<file path="src/rtl/fifo_pkg.sv">
// Shared helpers for the level-reporting FWFT FIFO.
// Latency: n/a (elaboration-time functions only).
// Backpressure: n/a.
//
// Contents:
//   clog2      - ceiling log2, usable in parameter defaults
//   params_ok  - legality check on depth and the two fill thresholds
package fifo_pkg;

  // Ceiling log2. clog2(1) = 0, clog2(2) = 1, clog2(5) = 3.
  function automatic int clog2(input int n);
    int r;
    r = 0;
    while ((1 << r) < n) r = r + 1;
    return r;
  endfunction

  // DEPTH must be at least 2 (output register plus one RAM word).
  // afull must be reachable and non-trivial.
  // aempty must not cover a full FIFO.
  function automatic bit params_ok(input int depth, input int afull_thresh,
                                   input int aempty_thresh);
    return (depth >= 2) &&
           (afull_thresh >= 1) && (afull_thresh <= depth) &&
           (aempty_thresh >= 0) && (aempty_thresh < depth);
  endfunction

endpackage

</file>
<file path="src/rtl/fifo_ram.sv">
// Simple dual-port storage array behind the FIFO output register.
// Latency: write lands at the clock edge; the read is combinational from raddr.
// Backpressure: none; the caller guarantees it never writes a live entry.
//
// Ports:
//   clk    - write clock
//   we     - write enable
//   waddr  - write address
//   wdata  - write data
//   raddr  - read address
//   rdata  - read data (asynchronous)
module fifo_ram #(
  parameter int WIDTH = 8,
  parameter int DEPTH = 15,
  parameter int AW    = 4
) (
  input  logic             clk,
  input  logic             we,
  input  logic [AW-1:0]    waddr,
  input  logic [WIDTH-1:0] wdata,
  input  logic [AW-1:0]    raddr,
  output logic [WIDTH-1:0] rdata
);

  // No reset: contents are meaningless until the pointers say otherwise.
  logic [WIDTH-1:0] mem [DEPTH];

  always_ff @(posedge clk) begin
    if (we) mem[waddr] <= wdata;
  end

  assign rdata = mem[raddr];

endmodule

</file>
<file path="src/rtl/fifo_fwft_lvl.sv">
// First-word-fall-through FIFO with exact fill level, programmable almost-full
// and almost-empty thresholds, sticky overflow/underflow flags and a flush.
// Latency: a push into an empty FIFO shows on dout the next cycle; pops give
// back-to-back words with no bubble.
// Backpressure: a push while full (without an accepted pop) is dropped and sets
// overflow; a pop while empty is dropped and sets underflow.
//
// Ports:
//   clk, rst_n           - clock (rising edge), async active-low reset
//   flush                - synchronous clear of contents (error flags kept)
//   push, din            - write request and data
//   pop                  - consume the current dout
//   dout, empty          - head-of-queue word, valid while empty = 0
//   full, afull, aempty  - registered fill flags
//   level                - number of stored words, 0..DEPTH
//   err_clr              - clear the sticky error flags
//   overflow, underflow  - sticky rejected-push / rejected-pop flags
module fifo_fwft_lvl
  import fifo_pkg::*;
#(
  parameter int WIDTH         = 8,
  parameter int DEPTH         = 16,
  parameter int AFULL_THRESH  = DEPTH - 2,
  parameter int AEMPTY_THRESH = 1,
  parameter int LVL_BITS      = clog2(DEPTH + 1)
) (
  input  logic                clk,
  input  logic                rst_n,
  input  logic                flush,
  input  logic                push,
  input  logic [WIDTH-1:0]    din,
  input  logic                pop,
  output logic [WIDTH-1:0]    dout,
  output logic                empty,
  output logic                full,
  output logic                afull,
  output logic                aempty,
  output logic [LVL_BITS-1:0] level,
  input  logic                err_clr,
  output logic                overflow,
  output logic                underflow
);

  // The output register holds one word, so the RAM only needs DEPTH-1.
  localparam int RAM_DEPTH = DEPTH - 1;
  localparam int PTR_BITS  = (RAM_DEPTH > 1) ? clog2(RAM_DEPTH) : 1;
  localparam logic [PTR_BITS-1:0] PTR_LAST = PTR_BITS'(RAM_DEPTH - 1);
  localparam logic [LVL_BITS-1:0] LVL_DEPTH  = LVL_BITS'(DEPTH);
  localparam logic [LVL_BITS-1:0] LVL_AFULL  = LVL_BITS'(AFULL_THRESH);
  localparam logic [LVL_BITS-1:0] LVL_AEMPTY = LVL_BITS'(AEMPTY_THRESH);

  generate
    if (!params_ok(DEPTH, AFULL_THRESH, AEMPTY_THRESH)) begin : g_bad_params
      $error("fifo_fwft_lvl: illegal DEPTH/AFULL_THRESH/AEMPTY_THRESH combination");
    end
  endgenerate

  // RAM pointers. The carry bit flips on every wrap, so equal pointers with
  // equal carries mean the RAM is empty and differing carries mean it is full.
  logic [PTR_BITS-1:0] wr_ptr;
  logic [PTR_BITS-1:0] rd_ptr;
  logic                wr_c;
  logic                rd_c;

  logic                ram_empty;
  logic                pop_acc;
  logic                push_acc;
  logic                push_to_out;
  logic                push_to_ram;
  logic                ram_rd;
  logic                ovf_set;
  logic                unf_set;
  logic [WIDTH-1:0]    ram_rdata;
  logic [LVL_BITS-1:0] level_next;

  assign ram_empty = (wr_ptr == rd_ptr) && (wr_c == rd_c);

  // Flush wins over both requests and suppresses their error reporting.
  assign pop_acc  = pop && !empty && !flush;
  assign push_acc = push && !flush && (!full || pop_acc);
  assign ovf_set  = push && !flush && !push_acc;
  assign unf_set  = pop && !flush && !pop_acc;

  // A word may only bypass the RAM when nothing older is waiting in it;
  // this also keeps the RAM from being read at the address just written.
  assign push_to_out = push_acc && ram_empty && (empty || pop_acc);
  assign push_to_ram = push_acc && !push_to_out;
  assign ram_rd      = pop_acc && !ram_empty;

  always_comb begin
    level_next = level;
    if (flush) begin
      level_next = '0;
    end else begin
      unique case ({push_acc, pop_acc})
        2'b10:   level_next = level + LVL_BITS'(1);
        2'b01:   level_next = level - LVL_BITS'(1);
        default: level_next = level;
      endcase
    end
  end

  fifo_ram #(
    .WIDTH (WIDTH),
    .DEPTH (RAM_DEPTH),
    .AW    (PTR_BITS)
  ) u_ram (
    .clk   (clk),
    .we    (push_to_ram),
    .waddr (wr_ptr),
    .wdata (din),
    .raddr (rd_ptr),
    .rdata (ram_rdata)
  );

  // RAM pointers.
  always_ff @(posedge clk or negedge rst_n) begin
    if (!rst_n) begin
      wr_ptr <= '0;
      wr_c   <= 1'b0;
      rd_ptr <= '0;
      rd_c   <= 1'b0;
    end else if (flush) begin
      wr_ptr <= '0;
      wr_c   <= 1'b0;
      rd_ptr <= '0;
      rd_c   <= 1'b0;
    end else begin
      if (push_to_ram) begin
        if (wr_ptr == PTR_LAST) begin
          wr_ptr <= '0;
          wr_c   <= ~wr_c;
        end else begin
          wr_ptr <= wr_ptr + PTR_BITS'(1);
        end
      end
      if (ram_rd) begin
        if (rd_ptr == PTR_LAST) begin
          rd_ptr <= '0;
          rd_c   <= ~rd_c;
        end else begin
          rd_ptr <= rd_ptr + PTR_BITS'(1);
        end
      end
    end
  end

  // Output register: refilled from the RAM head first, then from a bypassing
  // push, otherwise cleared so an empty FIFO always shows zero.
  always_ff @(posedge clk or negedge rst_n) begin
    if (!rst_n) begin
      dout <= '0;
    end else if (flush) begin
      dout <= '0;
    end else if (pop_acc) begin
      if (!ram_empty)       dout <= ram_rdata;
      else if (push_to_out) dout <= din;
      else                  dout <= '0;
    end else if (push_to_out) begin
      dout <= din;
    end
  end

  // Level and flags, all derived from the next level so they are exact as
  // soon as the edge that changes the contents has passed.
  always_ff @(posedge clk or negedge rst_n) begin
    if (!rst_n) begin
      level  <= '0;
      empty  <= 1'b1;
      full   <= 1'b0;
      afull  <= 1'b0;
      aempty <= 1'b1;
    end else begin
      level  <= level_next;
      empty  <= (level_next == '0);
      full   <= (level_next == LVL_DEPTH);
      afull  <= (level_next >= LVL_AFULL);
      aempty <= (level_next <= LVL_AEMPTY);
    end
  end

  // Sticky errors: a new error in the clearing cycle keeps the flag set.
  always_ff @(posedge clk or negedge rst_n) begin
    if (!rst_n) begin
      overflow  <= 1'b0;
      underflow <= 1'b0;
    end else begin
      if (ovf_set)      overflow <= 1'b1;
      else if (err_clr) overflow <= 1'b0;
      if (unf_set)      underflow <= 1'b1;
      else if (err_clr) underflow <= 1'b0;
    end
  end

endmodule

</file>
<file path="config.mk">
export PLATFORM = sky130hd
export DESIGN_NAME = fifo_fwft_lvl
export DESIGN_NICKNAME = d
export VERILOG_FILES = /design/src/rtl/fifo_pkg.sv /design/src/rtl/fifo_ram.sv /design/src/rtl/fifo_fwft_lvl.sv
export SDC_FILE = /design/constraint.sdc
export NUM_CORES = 1
export LEC_CHECK = 0
export CAP_MARGIN = 20
export CORE_MARGIN = 8
export CORE_UTILIZATION = 55
export CTS_CLUSTER_DIAMETER = 60
export DETAILED_ROUTE_END_ITERATION = 12
export GPL_TIMING_DRIVEN = 0
export PLACE_DENSITY = 0.73
export SYNTH_ARGS = -nofsm -noshare
export SYNTH_HDL_FRONTEND = slang
export SYNTH_HIERARCHICAL = 1
export SYNTH_SLANG_ARGS = --single-unit
</file>
<file path="constraint.sdc">
create_clock -name clk -period 6 [get_ports clk]
set_input_delay 1.2 -clock clk [delete_from_list [all_inputs] [get_ports clk]]
set_output_delay 1.2 -clock clk [all_outputs]
set_load 0.02 [all_outputs]
</file>
==> impl_results.md <==
- Clock share of power: roughly two fifths
- Layout cells sized above 1: 14.63%
- Seq pwr share: between 50% and 60%
- Cell at the root of the clock tree: clkbuf_16
- Share of power burned in combinational logic: 8.0%
- Global-route wire length before repair: just over 20000 um
- Count of buffers from port buffering: 32
- Remaining global-route overflow: 0
- Final critical-path share of the clock period: 68.37%
- Post-cts sizing count: 0
- Data arrival at the endpoint of the critical path: approximately 4.4 ns
- Hold Path Class: flip-flop to flip-flop
- Post-synth top area share: between 50% and 60%
- Die Height: between 100 and 150 um
- Detailed placer's ending HPWL: roughly 9000 um
- Skew-Pair Late Insertion Delay: 0.42 ns
- Internal Power: approximately 1.8 mW
- Horiz. Die Dim: 123.5 um
- Synthesized instance count: 391
- Violation count after the first detailed-route iteration: about 260
- Average cell area after synthesis: about 16 um^2
- Crit path capture type: flip-flop
- Crit path kind: input port to flip-flop
- Total CTS buffers: 17
- Number of antenna violations at the first check in global routing: 0
- All-Layer GR Usage: a little under a fifth
- Length of the first detailed-routing pass in iterations: 4
- Normalized max-slew margin: 36.59%
- Vias in the first global route: between 3000 and 4000
- Critical path required time: between 6 and 7 ns
- Layout Nets: between 400 and 500
- Pin count of the biggest net entering global routing: 17
- Hold Crit Start: dout[5]
- WHS: around 0.5 ns
- Placeable core region: between 10000 and 15000 um^2
- Number of I/O pins: 33
- Number of pins exceeding their max-slew limit in the final report: 0
- CTS hold repair buffers: 0
- Sequential-to-total area share from yosys stat: 68.16%
- Longest Clk Path Bufs: 2
- Fillers: about 800
- Synth async-reset ratio: 19.46%
- Overall die area: approximately 15000 um^2
- Cell type contributing the most total cell area after synthesis: edfxtp_1
- Post-synth EDFFs: 120
- Total via count after detailed routing: roughly 3600
- Slew at the pin closest to its max-slew limit: 0.9439 ns
- DRC viols: 0
- RePlAce Congestion: a little over 0.8
- Cell-by-cell listing of the critical path: clkdlybuf4s50_1 -> buf_2 -> nor2_1 -> clkbuf_1 -> ha_1 -> clkbuf_1 -> xor2_1 -> ha_1 -> a21oi_1 -> xor2_1 -> nor2_1 -> xnor2_1 -> nor4_1 -> or2_2
- Outcome: finished, final reports clean
- Most area-consuming cells after synthesis: edfxtp_1 57%, dfrtp_1 11%, mux4_1 5.0%, mux4_2 4.3%, mux2i_1 1.7%
- Hold Vio Cnt, Final: 0
- Count of standard-cell rows: 39
- WL/cell: between 20 and 25 um
- Beginning of the worst register-to-register path: empty
- Antenna viol nets, final: 0
- Setup clock skew after layout: 0.007853 ns
- Setup TNS after final layout: 0 ns
- Post-CTS Setup Bufs: 0
- Wirelength, routed: between 10000 and 15000 um
- Net count after synthesis: around 410
- Net switching power figure: about 0.5 mW
- Pwr/cell area: 307.1 nW/um^2
- Total number of H-tree levels: 4
- Area growth from synthesis to final layout: 16.72%
- Switching Share: a little over a fifth
- Maximum net fanout on the critical path: 11
- Critical Path Max Stage Delay: about 0.44 ns
- Register bit count reported by yosys: 149
- Unrepaired setup endpoints after global routing: false
- Number of inserted diodes: 0
- Number of distinct library cells after synthesis: 54
- Launching element type of the critical path: input port
- Clock sink count: about 150
- Worst path slowest cell: clkdlybuf4s50_1
- CTS clk-pin slew, worst paths: about 0.050 ns
- Via/cell ratio: between 6 and 7
- Highest achievable clock rate: ~240 MHz
- Clock tree from TritonCTS: yes
- Initial Utilization: between 50% and 60%
- Number of warnings reported in the yosys synthesis log: 6
- Ys flop type: edfxtp_1
- Crit path launch: flush
- Number of max-cap violations: 0
- P_leak: about 2.6 nW
- Post-synthesis instance area: roughly 6400 um^2
- Min cycle time layout: between 4 and 5 ns
- Worst IR Drop VDD: 0.0001855 V
- Setup-violating endpoint count in the final report: 0
==> power groups by stage <==
stage	sequential (mW)	clock [mW]	combinational, mW
floorplan	1.19	0	0.0854
global placement	1.17	0	0.176
global route	1.16	1.00	0.199
finish	1.16	0.939	0.183
detailed placement	1.18	0	0.184
CTS	1.16	0.959	0.184
==> per-layer routing <==
metal	share of wire [%]	vias to the layer above	wire length [um]	global-route usage, %
li1	-	1662	-	-
met1	43	1807	5552	23.72
met2	47	116	6173	29.00
met3	7.1	26	927	4.566
met4	2.7	0	348	9.180
met5	0	-	0	0
==> stage by stage <==
stage / instances / power [mW] / util [%] / worst slack, ns / area [um^2]
2_1_floorplan: 391 / 1.277 / - / 2.357 / 6355
3_3_place_gp: 566 / 1.351 / 60.28 / 1.530 / 6854
3_5_place_dp: 571 / 1.360 / 60.64 / 1.509 / 6894
4_1_cts: 601 / 2.300 / 65.24 / 1.929 / 7417
5_1_grt: 601 / 2.360 / 65.24 / 1.586 / 7417
6_report: 601 / 2.278 / 65.24 / 1.898 / 7417
==> worst max-delay path, delay by kind of cell <==
| family | cells | cell delay, ns |
|---|---|---|
| AND/OR/NAND/NOR | 4 | 0.65 |
| buffers and inverters | 4 | 1.33 |
| XOR/XNOR | 3 | 0.58 |
| adder cells (fa/ha/maj) | 2 | 0.45 |
| AO/OA/AOI/OAI | 1 | 0.16 |
==> synthesized netlist by cell type, types with 6 or more instances <==
library cell	instances
a21oi_1	7
a221o_1	8
a22o_1	8
a32oi_1	8
dfrtp_1	27
edfxtp_1	120
ha_1	7
mux2i_1	11
mux4_1	12
mux4_2	12
nand2_1	25
nand3_1	6
nor2_1	24
nor2b_1	7
nor3_1	10
o21ai_0	10
o21ai_1	12
xor2_1	9
==> worst paths after layout <==
path                             to  slack, ns  depth (start not counted)
max reg2reg                   afull       2.74                         13
min reg2reg                 dout[5]       0.49                          2
min in group asynchronous  level[4]       1.24                          1
max in group asynchronous     empty       4.12                          2
min                         dout[5]       0.49                          2
max                           afull       1.90                         14
==> cell families (layout without fill, tap and decap cells) <==
kind of cell    after synthesis  count (layout)  share of synthesized area [%]
compound gates               70              70                          7.955
fa+ha+maj                     7               7                          1.378
flops                       149             149                          68.16
xor+xnor                     13              13                          1.792
simple gates                 93              93                          7.364
buf+inv                      24              91                          2.402
mux                          35              35                          10.95
==> placed cells by master (no fill, tap or decap), types with 3 or more instances in the layout <==
master	n
a21oi_1	7
a221o_1	8
a22o_1	8
a32oi_1	8
buf_2	7
buf_6	5
clkbuf_1	8
clkbuf_16	17
clkdlybuf4s50_1	32
clkinv_2	4
dfrtp_1	27
edfxtp_1	120
ha_1	7
inv_1	5
mux2i_1	11
mux4_1	12
mux4_2	12
nand2_1	25
nand2b_1	5
nand3_1	6
nand3b_1	3
nor2_1	24
nor2b_1	7
nor3_1	10
o21ai_0	10
o21ai_1	12
o31ai_1	3
xnor2_1	4
xor2_1	9
==> layout make-up <==
| cell class | count | area (um^2) | share of cell area, % |
|---|---|---|---|
| Multi-Input combinational cell | 218 | 1871 | 25.22 |
| Clock buffer | 20 | 436.7 | 5.887 |
| Sequential cell | 149 | 4332 | 58.40 |
| Clock inverter | 10 | 86.33 | 1.164 |
| Buffer | 19 | 133.9 | 1.805 |
| Tap cell | 143 | 178.9 | 2.412 |
| Inverter | 5 | 18.77 | 0.2530 |
| Timing Repair Buffer | 37 | 360.3 | 4.858 |
==> state kept, by name (all words and copies together), names as in the netlist, 4 cells and up <==
name and count:
dout 8, level 5, rd_ptr 4, u_ram/mem 120, wr_ptr 4
Note: power is estimated with default switching activity, not from simulation.
